--- src/rtl/main_ctrl_fsm_pkg.sv ---
// Shared encodings for the multicycle MIPS main controller and the ALU-control stage.
package main_ctrl_fsm_pkg;

  typedef enum logic [3:0] {
    S_FETCH    = 4'd0,
    S_DECODE   = 4'd1,
    S_MEM_ADDR = 4'd2,
    S_MEM_RD   = 4'd3,
    S_MEM_WB   = 4'd4,
    S_MEM_WR   = 4'd5,
    S_R_EXEC   = 4'd6,
    S_R_WB     = 4'd7,
    S_I_EXEC   = 4'd8,
    S_I_WB     = 4'd9,
    S_BRANCH   = 4'd10,
    S_JUMP     = 4'd11
  } state_e;

  localparam logic [5:0] OP_RTYPE = 6'b000000;
  localparam logic [5:0] OP_LW    = 6'b100011;
  localparam logic [5:0] OP_SW    = 6'b101011;
  localparam logic [5:0] OP_BEQ   = 6'b000100;
  localparam logic [5:0] OP_J     = 6'b000010;
  localparam logic [5:0] OP_ADDI  = 6'b001000;

  localparam logic [2:0] ALU_FUNCT = 3'b000;
  localparam logic [2:0] ALU_ADD   = 3'b001;
  localparam logic [2:0] ALU_SUB   = 3'b010;

  typedef struct packed {
    logic       pc_write;
    logic       pc_write_cond;
    logic       ior_d;
    logic       mem_read;
    logic       mem_write;
    logic       ir_write;
    logic       mem_to_reg;
    logic       reg_write;
    logic       reg_dst;
    logic       alu_src_a;
    logic [1:0] pc_source;
    logic [1:0] alu_src_b;
    logic [2:0] en_uc;
  } ctrl_t;

  function automatic logic is_known_op(input logic [5:0] op);
    return (op == OP_RTYPE) || (op == OP_LW) || (op == OP_SW) ||
           (op == OP_BEQ) || (op == OP_J) || (op == OP_ADDI);
  endfunction

endpackage

--- src/rtl/main_ctrl_outdec.sv ---
// State to control-vector decoder; Moore except the FETCH IR/PC write strobes.
module main_ctrl_outdec
  import main_ctrl_fsm_pkg::*;
(
  input  state_e     state_i,
  input  logic       mem_ready_i,
  input  logic       rst_i,
  output ctrl_t      ctrl_o
);

  always_comb begin
    ctrl_o = '0;
    case (state_i)
      S_FETCH: begin
        ctrl_o.mem_read  = 1'b1;
        ctrl_o.alu_src_b = 2'b01;
        ctrl_o.en_uc     = ALU_ADD;
        ctrl_o.ir_write  = mem_ready_i;
        ctrl_o.pc_write  = mem_ready_i;
      end
      S_DECODE: begin
        ctrl_o.alu_src_b = 2'b11;
        ctrl_o.en_uc     = ALU_ADD;
      end
      S_MEM_ADDR, S_I_EXEC: begin
        ctrl_o.alu_src_a = 1'b1;
        ctrl_o.alu_src_b = 2'b10;
        ctrl_o.en_uc     = ALU_ADD;
      end
      S_MEM_RD: begin
        ctrl_o.mem_read = 1'b1;
        ctrl_o.ior_d    = 1'b1;
      end
      S_MEM_WB: begin
        ctrl_o.reg_write  = 1'b1;
        ctrl_o.mem_to_reg = 1'b1;
      end
      S_MEM_WR: begin
        ctrl_o.mem_write = 1'b1;
        ctrl_o.ior_d     = 1'b1;
      end
      S_R_EXEC: begin
        ctrl_o.alu_src_a = 1'b1;
        ctrl_o.en_uc     = ALU_FUNCT;
      end
      S_R_WB: begin
        ctrl_o.reg_write = 1'b1;
        ctrl_o.reg_dst   = 1'b1;
      end
      S_I_WB: begin
        ctrl_o.reg_write = 1'b1;
      end
      S_BRANCH: begin
        ctrl_o.alu_src_a     = 1'b1;
        ctrl_o.en_uc         = ALU_SUB;
        ctrl_o.pc_write_cond = 1'b1;
        ctrl_o.pc_source     = 2'b01;
      end
      S_JUMP: begin
        ctrl_o.pc_write  = 1'b1;
        ctrl_o.pc_source = 2'b10;
      end
      default: ctrl_o = '0;
    endcase
    // Reset silences every strobe immediately, not just after the edge.
    if (rst_i) ctrl_o = '0;
  end

endmodule

--- src/rtl/main_ctrl_fsm.sv ---
// Multicycle MIPS main control FSM: state register, next-state logic and sticky illegal-op flag.
module main_ctrl_fsm
  import main_ctrl_fsm_pkg::*;
#(
  parameter bit ILLEGAL_TRAP = 1'b1
) (
  input  logic       clk,
  input  logic       rst,
  input  logic [5:0] opcode,
  input  logic       mem_ready,
  input  logic       zero,
  output logic       PCWrite,
  output logic       PCWriteCond,
  output logic       IorD,
  output logic       MemRead,
  output logic       MemWrite,
  output logic       IRWrite,
  output logic       MemtoReg,
  output logic       RegWrite,
  output logic       RegDst,
  output logic       ALUSrcA,
  output logic       err,
  output logic [1:0] PCSource,
  output logic [1:0] ALUSrcB,
  output logic [2:0] En_UC,
  output logic [3:0] state_o
);

  state_e state_q, state_d;
  logic   err_q, err_d;
  ctrl_t  ctrl;

  // The branch decision is made in the datapath; the flag only passes by here.
  logic unused_zero;
  assign unused_zero = zero;

  always_ff @(posedge clk) begin
    if (rst) begin
      state_q <= S_FETCH;
      err_q   <= 1'b0;
    end else begin
      state_q <= state_d;
      err_q   <= err_d;
    end
  end

  always_comb begin
    state_d = state_q;
    err_d   = err_q;
    case (state_q)
      S_FETCH:  if (mem_ready) state_d = S_DECODE;
      S_DECODE: begin
        case (opcode)
          OP_LW, OP_SW: state_d = S_MEM_ADDR;
          OP_RTYPE:     state_d = S_R_EXEC;
          OP_ADDI:      state_d = S_I_EXEC;
          OP_BEQ:       state_d = S_BRANCH;
          OP_J:         state_d = S_JUMP;
          default:      state_d = S_FETCH;
        endcase
        if (ILLEGAL_TRAP && !is_known_op(opcode)) err_d = 1'b1;
      end
      S_MEM_ADDR: begin
        if (opcode == OP_LW)      state_d = S_MEM_RD;
        else if (opcode == OP_SW) state_d = S_MEM_WR;
        else                      state_d = S_FETCH;
      end
      S_MEM_RD: if (mem_ready) state_d = S_MEM_WB;
      S_MEM_WR: if (mem_ready) state_d = S_FETCH;
      S_R_EXEC: state_d = S_R_WB;
      S_I_EXEC: state_d = S_I_WB;
      S_MEM_WB, S_R_WB, S_I_WB, S_BRANCH, S_JUMP: state_d = S_FETCH;
      default:  state_d = S_FETCH;
    endcase
  end

  main_ctrl_outdec u_outdec (
    .state_i     (state_q),
    .mem_ready_i (mem_ready),
    .rst_i       (rst),
    .ctrl_o      (ctrl)
  );

  assign PCWrite     = ctrl.pc_write;
  assign PCWriteCond = ctrl.pc_write_cond;
  assign IorD        = ctrl.ior_d;
  assign MemRead     = ctrl.mem_read;
  assign MemWrite    = ctrl.mem_write;
  assign IRWrite     = ctrl.ir_write;
  assign MemtoReg    = ctrl.mem_to_reg;
  assign RegWrite    = ctrl.reg_write;
  assign RegDst      = ctrl.reg_dst;
  assign ALUSrcA     = ctrl.alu_src_a;
  assign PCSource    = ctrl.pc_source;
  assign ALUSrcB     = ctrl.alu_src_b;
  assign En_UC       = ctrl.en_uc;
  assign err         = err_q & ~rst;
  assign state_o     = state_q;

endmodule

--- config.mk ---
export PLATFORM = sky130hd
export DESIGN_NAME = main_ctrl_fsm
export DESIGN_NICKNAME = d
export VERILOG_FILES = /design/src/rtl/main_ctrl_fsm_pkg.sv /design/src/rtl/main_ctrl_outdec.sv /design/src/rtl/main_ctrl_fsm.sv
export SDC_FILE = /design/constraint.sdc
export NUM_CORES = 1
export LEC_CHECK = 0
export BUFFER_PORTS_ARGS = -buffer_cell sky130_fd_sc_hd__clkbuf_2
export CAP_MARGIN = 20
export CORE_ASPECT_RATIO = 1.1
export CORE_MARGIN = 2
export CORE_UTILIZATION = 40
export CTS_BUF_LIST = sky130_fd_sc_hd__clkbuf_4 sky130_fd_sc_hd__clkbuf_8
export DETAILED_ROUTE_END_ITERATION = 16
export GPL_TIMING_DRIVEN = 1
export PLACE_DENSITY = 0.7
export SYNTH_ARGS = -nofsm -noshare
export SYNTH_HDL_FRONTEND = slang
export SYNTH_SLANG_ARGS = --single-unit
--- constraint.sdc ---
create_clock -name clk -period 1.94 [get_ports clk]
set_input_delay 0.291 -clock clk [delete_from_list [all_inputs] [get_ports clk]]
set_output_delay 0.291 -clock clk [all_outputs]
set_load 0.1 [all_outputs]
; After elaboration in Yosys (flattened, before gate mapping)
; Index checks and enable logic that the tools add are counted.
[totals]
ff_bits = 5
input_bits = 10
out_inout_bits = 22
word_cells = 61
[classes]
eq_ne = 19
n_mux = 21
bitwise = 3
reduce_logical = 16
[ops]
columns = op, n
row1 = $pmux 4 s7, 1
row2 = $pmux 4 s5, 1
row3 = $mux 17, 1
row4 = $eq 4x3->1 const B, 4
row5 = $eq 4x4->1 const B, 4
row6 = $eq 6x6->1 const B, 2
row7 = $mux 4, 3
row8 = $mux 1, 9
row9 = $eq 4x2->1 const B, 2
row10 = $pmux 2 s2, 2
row11 = $reduce_or 2->1, 4
row12 = $reduce_or 4->1, 2
row13 = $eq 6x2->1 const B, 1
row14 = $eq 6x3->1 const B, 1
row15 = $eq 6x4->1 const B, 1
row16 = $logic_not 6->1, 1
row17 = $mux 3, 2
row18 = $ne 2x2->1 const B, 3
row19 = $pmux 2 s3, 1
row20 = $logic_or 1x1->1, 5
row21 = $eq 4x1->1 const B, 1
row22 = $logic_not 4->1, 1
row23 = $reduce_and 3->1, 1
row24 = $reduce_or 3->1, 1
row25 = other kinds (4), 5

; Logic depth before layout (Yosys ltp)
; Gate-level depths: netlist (run 1).
[logic_depth]
word_depth = 8
depth_mapped = 6
ltp_nobuf = 4

; Cells and area by module
; Synthesis (run 1) repeated with hierarchy kept, for this count alone.
[unflattened]
cells_unflattened = 89
area_unflattened_um2 = 649.4
[by_module_without_submodules]
columns = module, n_inst, cells_per_inst, area_each_um2, seq_area_each_um2
row1 = main_ctrl_fsm, 1, 53, 395.4, 100.1
row2 = main_ctrl_outdec, 1, 36, 254.0, 0.0

; Worst setup path after synthesis (run 1)
; OpenSTA, ideal clock, no wires.
[synth_timing]
kind = register to output
start = reg state_q[1] (netlist: state_o[1])
end = out ALUSrcA
arrival_ps = 5999
t_required_ps = 1649
path_slack_ps = -4350
path_stages_with_launch = 4
n_path_buf = 1
path_cell_list = dfxtp_1 > clkbuf_1 > nor2_1 > a2111oi_0
[synth_via]
elab_chain_len = 4
word_cells_on_any_way = 7
classes_between = 4 x eq/ne / 2 x mux / 1 x reduce/logical
[synth_rtl]
columns = item, line_no
row1 = from (decl), main_ctrl_fsm.sv:29  ; state_e state_q, state_d;
row2 = from (signal assigned), main_ctrl_fsm.sv:42  ; state_q <= state_d;
row3 = $eq 4x3->1 (tied with other cells), main_ctrl_outdec.sv:13  ; case (state_i)
row4 = $reduce_or 4->1 (no line) *, -
row5 = $mux 1 *, main_ctrl_outdec.sv:13
row6 = $mux 17 *, main_ctrl_outdec.sv:66  ; if (rst_i) ctrl_o = '0;
row7 = to (decl), main_ctrl_fsm.sv:21  ; output logic ALUSrcA,
; Mark *: on every way between the ends. The rest lies on a longest branch, timed or not.

; Final worst setup path (run 1)
[layout_timing]
start = reg state_q[3] (netlist: state_o[3])
end = out RegWrite
[layout_via]
elab_chain_len = 4
word_cells_on_any_way = 6
classes_between = 3 x eq/ne / 2 x mux / 1 x reduce/logical
[layout_rtl]
columns = item, line_no
row1 = $eq 4x3->1 / $eq 4x4->1 (equally long branches), main_ctrl_outdec.sv:13
row2 = $reduce_or 3->1 (no line) *, -
row3 = $mux 1 *, main_ctrl_outdec.sv:13
row4 = $mux 17 *, main_ctrl_outdec.sv:66
row5 = to (decl), main_ctrl_fsm.sv:19  ; output logic RegWrite,
; Marks and branches as above.

==> flow_metrics.env, run 1 <==
export IMPL_status="finished clean"
export IMPL_synth_area_sq_um=706.9
export IMPL_ant_nets=0
export IMPL_clock_skew_ns=0.004216
export IMPL_dp_slack_ns=0.2449
export IMPL_dpl_hpwl_um=1923
export IMPL_power_leakage_nw=0.5166
export IMPL_start_util=0.4380
export IMPL_drt_iter0_markers=29
export IMPL_seqCellArea_sq_um=115.1
export IMPL_cts_root_buffer="clkbuf_4"
export IMPL_period_share=0.9837
export IMPL_required_ns=1.65
export IMPL_drt_total_wl_um=2430
export IMPL_antenna_cells=0
export IMPL_area_delta_synth_final_pct=90.09
export IMPL_core_area_sq_um=1614
export IMPL_stdcell_area_sq_um=1344
export IMPL_syn_avg_cell_area_sq_um=6.999
export IMPL_grt_antenna_before_repair=0
export IMPL_critPathCaptureType="output pin"
export IMPL_grt_max_degree=19
export IMPL_critPathArrivalTime_ns=1.62
export IMPL_r2r_cells=4
export IMPL_setup_viol=0
export IMPL_powerDensity_nw_per_um2=399.5
export IMPL_die_h_um=48.09
export IMPL_cp_max_fo=18
export IMPL_cts_hold_buf=0
export IMPL_rsz0062_at_grt="false"
export IMPL_whs_ns=0.3826
export IMPL_ys_types=44
export IMPL_irDropWorstVdd_v=0.0002777
export IMPL_drtPass1Iterations=4
export IMPL_syn_inst=101
export IMPL_fillers=98
export IMPL_ios=32
export IMPL_portBuffers=29
export IMPL_p_total_w=0.0005369
export IMPL_placed_area_sq_um=1309
export IMPL_grt_pass1_vias=918
export IMPL_clkSlewWorstSetupHoldPaths_ns=0.05
export IMPL_hold_path_class="in -> reg"
export IMPL_cts_buffer_depth=2
export IMPL_vias_per_cell=6.238
export IMPL_final_layout_size_suffix_gt1_frac=0.5476
export IMPL_clock_sinks=5
export IMPL_layout_commonest_cell="buf_12"
export IMPL_timing_fmax_mhz=524.0
export IMPL_htreeDepth=1
export IMPL_multi_input_area_sq_um=735.7
export IMPL_fp_row_count=15
export IMPL_grt_usage=0.2591
export IMPL_finalHoldViolCount=0
export IMPL_setup_tns_ns=0
export IMPL_slew_limit_headroom=0.6379
export IMPL_cap_viol_max_count=0
export IMPL_cts_tree="done"
export IMPL_start_kind="register"
export IMPL_drv_slew=0
export IMPL_grt_pass1_wl_um=3981
export IMPL_final_cell_mix="buf_12, clkbuf_2, nor3_4"
export IMPL_yosysWarnings=0
export IMPL_period_needed_ns=1.908
export IMPL_cts_buffers=3
export IMPL_max_slew_worst_pin_slew_ns=0.5454
export IMPL_dieArea_sq_um=2120
export IMPL_yosysSeqAreaShare=0.1416
export IMPL_final_nets=137
export IMPL_die_w_um=44.09
export IMPL_hold_path_depth=3
export IMPL_worst_slack_ns=0.03162
export IMPL_syn_num_nets=111
export IMPL_gp_congestion=0.8072
export IMPL_drc=0
export IMPL_gr_total_overflow=0
export IMPL_clk_latency_ns=0.25
export IMPL_vias=892
export IMPL_wl_per_cell_um=16.99
export IMPL_synth_seq_cells=5
export IMPL_worstSetupPathType="reg -> out"
[what timing repair did]
item / 4_1_cts / 5_1_grt
setup endpoints to repair: 1 / 2
setup buffers: 0 / 0
gates resized for setup: 1 / 2
[flip-flops by register name, summed over array words and instances, names as in the netlist]
register  flops
state_o       4
err_q         1
[Yosys cell counts]
cell type,instances,share of area
or2_1,3,0.027
a21oi_1,5,0.035
o2111ai_1,1,0.012
buf_1,2,0.011
nand2_1,5,0.027
a311oi_1,1,0.012
xnor2_1,1,0.012
o32ai_1,2,0.025
or3b_1,1,0.012
o31a_1,1,0.012
buf_4,2,0.021
nor4_2,1,0.018
nor2b_1,3,0.027
a211o_1,1,0.012
dfxtp_1,5,0.14
o21ai_1,1,0.0071
mux2i_1,2,0.028
xor2_1,2,0.025
nor3_1,10,0.071
buf_2,5,0.035
and2_1,2,0.018
buf_6,2,0.032
a211oi_1,1,0.011
o21bai_1,1,0.011
o31ai_1,1,0.011
nor2_1,11,0.058
a21o_1,1,0.011
o22a_1,1,0.012
a2111oi_0,1,0.012
inv_1,1,0.0053
conb_1,1,0.0053
nand2b_4,1,0.019
nand2b_1,3,0.027
nor4_1,4,0.035
nor3b_1,1,0.011
and4b_1,1,0.014
nand4_1,2,0.018
o311a_1,1,0.014
or2b_1,1,0.011
a2111oi_2,1,0.021
nand4b_1,1,0.012
clkbuf_1,2,0.011
o21ai_0,5,0.035
nor4bb_1,1,0.014
[worst paths after layout]
path                                              start                       to  slack [ns]
worst max-delay path            state_o[3]$_SDFFE_PP0P_                 RegWrite        0.03
worst min-delay path                          opcode[3]  state_o[2]$_SDFFE_PP0P_        0.38
worst min register to register  state_o[1]$_SDFFE_PP0P_  state_o[3]$_SDFFE_PP0P_        0.62
worst max register to register  state_o[0]$_SDFFE_PP0P_  state_o[3]$_SDFFE_PP0P_        0.25
[layer usage]
metal / global-route usage / up-vias / part of all wire
met4: 0.1939 / 0 / 0.047
met2: 0.4794 / 49 / 0.53
met3: 0.02222 / 12 / 0.053
met5: 0 / - / 0
li1: - / 419 / -
met1: 0.2822 / 412 / 0.37
[logic make-up (layout without fill, tap and decap cells)]
kind of cell           count (synthesis)  in the layout  share of synthesized area
AND/OR/NAND/NOR                       51             51                     0.4177
AO/OA/AOI/OAI                         25             25                     0.2549
buffers and inverters                 14             39                     0.1150
flip-flops                             5              5                     0.1416
XOR/XNOR                               3              3                    0.03717
multiplexers                           2              2                    0.02832
other                                  1              1                   0.005305
[area by class of cell]
type	count	share of cell area
Sequential cell	5	0.08566
Timing Repair Buffer	34	0.3259
Tap cell	17	0.01583
Multi-Input combinational cell	82	0.5475
Clock buffer	4	0.02235
Inverter	1	0.002793
[critical path, cell delays in order, from the launching register on]
cell     delay, ns
dfxtp_4       0.43
or2_4         0.30
or2_4         0.27
a21oi_4       0.17
buf_12        0.19
[power by group]
group          internal, W  leakage, nW  total (W)  switching, W
sequential        0.000104       0.0438   0.000115     0.0000109
clock            0.0000923       0.0184   0.000144     0.0000520
combinational    0.0000894        0.454   0.000277      0.000188
[per-stage QoR]
stage            util  std cells
3_5_place_dp   0.8109        139
3_3_place_gp   0.8109        139
2_1_floorplan       -        101
6_report       0.8326        143
4_1_cts        0.8310        143
5_1_grt        0.8326        143
Power figures use the tool's default switching activity.
==> run 2, diff against run 1 <==
CORE_UTILIZATION = 48   (was 40)
PLACE_DENSITY = 0.81   (was 0.7)
SKIP_LAST_GASP = 1   (was not set)
==> run 2 against run 1 <==
  * The run now fails in 4_1_cts
  * Synthesized area stayed put
  * Synthesized cell count unchanged
==> flow_metrics.env, run 2 <==
export IMPL_status="did not finish"
export IMPL_failed_stage="4_1_cts"
export IMPL_tool_error="[ERROR DPL-0033] detailed placement checks failed during check placement."
export IMPL_syn_num_nets=111
export IMPL_synth_area_sq_um=706.9
export IMPL_yosysTopAreaCell="dfxtp_1"
export IMPL_synth_compound_area_frac=0.2549
export IMPL_cts_root_buffer="clkbuf_4"
export IMPL_cts_resized=1
export IMPL_synth_top_area_share=0.1416
export IMPL_cts_hold_buf=0
export IMPL_fp_row_count=14
export IMPL_postCtsSetupBuffers=3
export IMPL_synth_commonest_cells="nor2_1, nor3_1"
export IMPL_synth_top_family_by_area="simple AND/OR/NAND/NOR gates"
export IMPL_dpl_hpwl_um=2170
export IMPL_yosys_area_share_adder=0
export IMPL_yosysMostFrequentCell="nor2_1"
export IMPL_yosysSeqAreaShare=0.1416
export IMPL_die_w_um=40.59
export IMPL_ys_flop_type="dfxtp_1"
export IMPL_syn_inst=101
export IMPL_synth_area_leaders="dfxtp_1, nor3_1, nor2_1"
export IMPL_cts_buffer_depth=2
export IMPL_async_reset_ff_frac=0
export IMPL_start_util=0.5174
export IMPL_ys_types=44
export IMPL_synth_edf_count=0
export IMPL_yosysWarnings=0
export IMPL_clock_sinks=5
export IMPL_ios=32
export IMPL_dp_slack_ns=0.2463
export IMPL_htreeDepth=1
export IMPL_synth_seq_cells=5
export IMPL_portBuffers=29
export IMPL_cts_buffers=3
export IMPL_syn_avg_cell_area_sq_um=6.999
export IMPL_die_h_um=44.25
export IMPL_synth_simple_area_share=0.4177
export IMPL_dpl_cell_count=136
export IMPL_synthMuxAreaShare=0.02832
export IMPL_gp_congestion=0.9371
export IMPL_synth_xor_area_frac=0.03717
[run 2: metrics by stage]
| step | instance area (sq um) | hold slack (ns) | setup TNS, ns |
|---|---|---|---|
| after floorplan | 993.5 | 0.4406 | -3.726 |
| after global placement | 1292 | 0.6036 | 0 |
| after detailed placement | 1292 | 0.6064 | 0 |
[run 2: cells by family after synthesis]
logic type	count (synthesis)
other cells	1
buf+inv	14
compound gates	25
xor+xnor	3
mux	2
flops	5
simple gates	51
==> run 3, diff against run 2 <==
CORE_AREA = 2 2 63 65   (was not set)
CORE_ASPECT_RATIO = not set   (was 1.1)
CORE_MARGIN = not set   (was 2)
CORE_UTILIZATION = not set   (was 48)
CTS_BUF_LIST = not set   (was sky130_fd_sc_hd__clkbuf_4 sky130_fd_sc_hd__clkbuf_8)
DIE_AREA = 0 0 65 67   (was not set)
PLACE_DENSITY = not set   (was 0.81)
PLACE_DENSITY_LB_ADDON = 0.15   (was not set)
==> run 3 against run 2 <==
  * The flow now finishes without violations
==> flow_metrics.env, run 3 (synthesis results as in run 1) <==
export IMPL_power_leakage_nw=0.5269
export IMPL_timing_fmax_mhz=537.7
export IMPL_cts_buffers=3
export IMPL_gp_congestion=0.8130
export IMPL_portBuffers=29
export IMPL_r2r_start="state_o[3]$_SDFFE_PP0P_"
export IMPL_worstSetupStartpoint="state_o[3]$_SDFFE_PP0P_"
export IMPL_placed_area_sq_um=1338
export IMPL_cts_hold_buf=0
export IMPL_grt_max_degree=20
export IMPL_start_util=0.1960
export IMPL_cts_tree="done"
export IMPL_ios=32
export IMPL_period_share=0.9586
export IMPL_status="finished clean"
export IMPL_drtPass1Iterations=4
export IMPL_r2r_end="state_o[3]$_SDFFE_PP0P_"
export IMPL_fillers=357
export IMPL_gr_total_overflow=0
export IMPL_clock_sinks=5
export IMPL_start_kind="register"
export IMPL_layout_commonest_cell="buf_12"
export IMPL_vias=844
export IMPL_reg2reg_slack_ns=0.38
export IMPL_cp_max_fo=18
export IMPL_clk_latency_ns=0.22
export IMPL_critPathCaptureType="output pin"
export IMPL_clkSlewWorstSetupHoldPaths_ns=0.03
export IMPL_clock_skew_ns=0.001193
export IMPL_grt_pass1_wl_um=3712
export IMPL_grt_pass1_vias=763
export IMPL_grt_antenna_before_repair=0
export IMPL_drv_slew=0
export IMPL_grt_usage=0.1095
export IMPL_die_w_um=65
export IMPL_required_ns=1.65
export IMPL_final_cell_mix="buf_12, clkbuf_2, nor3_4"
export IMPL_wl_per_cell_um=12.63
export IMPL_dpl_cell_count=167
export IMPL_r2r_cells=3
export IMPL_irDropWorstVdd_v=0.0003106
export IMPL_cts_root_buffer="clkbuf_8"
export IMPL_worstSetupPathType="reg -> out"
export IMPL_critPathArrivalTime_ns=1.57
export IMPL_htreeDepth=1
export IMPL_vias_per_cell=4.851
export IMPL_area_delta_synth_final_pct=99.47
export IMPL_crit_end="RegWrite"
export IMPL_die_h_um=67
export IMPL_drt_total_wl_um=2198
export IMPL_stdcell_area_sq_um=1410
export IMPL_powerDensity_nw_per_um2=410.8
export IMPL_whs_ns=0.4257
export IMPL_fp_row_count=22
export IMPL_rsz0062_at_grt="false"
export IMPL_fin_cells=174
export IMPL_dpl_hpwl_um=1743
export IMPL_cap_viol_max_count=0
export IMPL_setup_viol=0
export IMPL_dieArea_sq_um=4355
export IMPL_drt_iter0_markers=14
export IMPL_final_nets=137
export IMPL_core_area_sq_um=3606
export IMPL_ant_nets=0
export IMPL_final_layout_size_suffix_gt1_frac=0.5397
export IMPL_drc=0
export IMPL_slew_limit_headroom=0.6428
export IMPL_largest_reg_flops=4
export IMPL_hold_path_class="in -> reg"
export IMPL_cts_buffer_depth=2
export IMPL_finalHoldViolCount=0
export IMPL_antenna_cells=0
export IMPL_period_needed_ns=1.860
export IMPL_max_slew_worst_pin_slew_ns=0.5381
## run 3: worst min-delay path by stage
stage | start | to | slack (ns) | cells after the start
2_1_floorplan | opcode[3] | state_o[2]$_SDFFE_PP0P_ | 0.44 | 2
3_3_place_gp | err_q$_SDFFE_PP0P_ | err_q$_SDFFE_PP0P_ | 0.62 | 2
3_5_place_dp | state_o[1]$_SDFFE_PP0P_ | state_o[3]$_SDFFE_PP0P_ | 0.62 | 1
4_1_cts | opcode[3] | state_o[2]$_SDFFE_PP0P_ | 0.41 | 3
5_1_grt | opcode[3] | state_o[2]$_SDFFE_PP0P_ | 0.45 | 3
6_report | opcode[3] | state_o[2]$_SDFFE_PP0P_ | 0.43 | 3
## run 3: area by class of cell
class | instances | area (sq um) | area share
Multi-Input combinational cell | 82 | 735.7 | 0.5217
Timing Repair Buffer | 34 | 450.4 | 0.3194
Tap cell | 48 | 60.06 | 0.04259
Clock buffer | 4 | 45.04 | 0.03194
Sequential cell | 5 | 115.1 | 0.08163
Inverter | 1 | 3.754 | 0.002662
## run 3: worst max-delay path, cell delays in order, from the launching register on
cell	delay, ns
dfxtp_4	0.42
or2_4	0.30
or2_4	0.27
a21oi_4	0.17
buf_12	0.19
## run 3: power breakdown
group,internal [W],total [W],switching [W]
registers,0.000105,0.000118,0.0000127
clock network,0.000141,0.000190,0.0000491
logic,0.0000896,0.000272,0.000182
## run 3: timing repair
action,CTS,global route
endpoints found under the setup margin,0,2
buffers inserted,0,3
resized for setup,0,2
## run 3: layer usage
metal	wire length [um]	vias to the layer above	GRT usage
met5	0	-	0
met4	17	0	0.03191
met3	126	4	0.03547
met2	1064	26	0.1714
met1	991	391	0.1429
li1	-	423	-
## run 3: stage by stage
step                      setup TNS (ns)  setup WS [ns]  total power [W]    util
after floorplan                   -3.726        -0.5029        0.0003193       -
after detailed placement               0         0.2430        0.0003897  0.3709
after global routing                   0       0.007369        0.0006118  0.3910
after global placement                 0         0.2415        0.0003884  0.3709
final                                  0        0.08036        0.0005792  0.3910
after CTS                              0       0.004137        0.0005866  0.3834
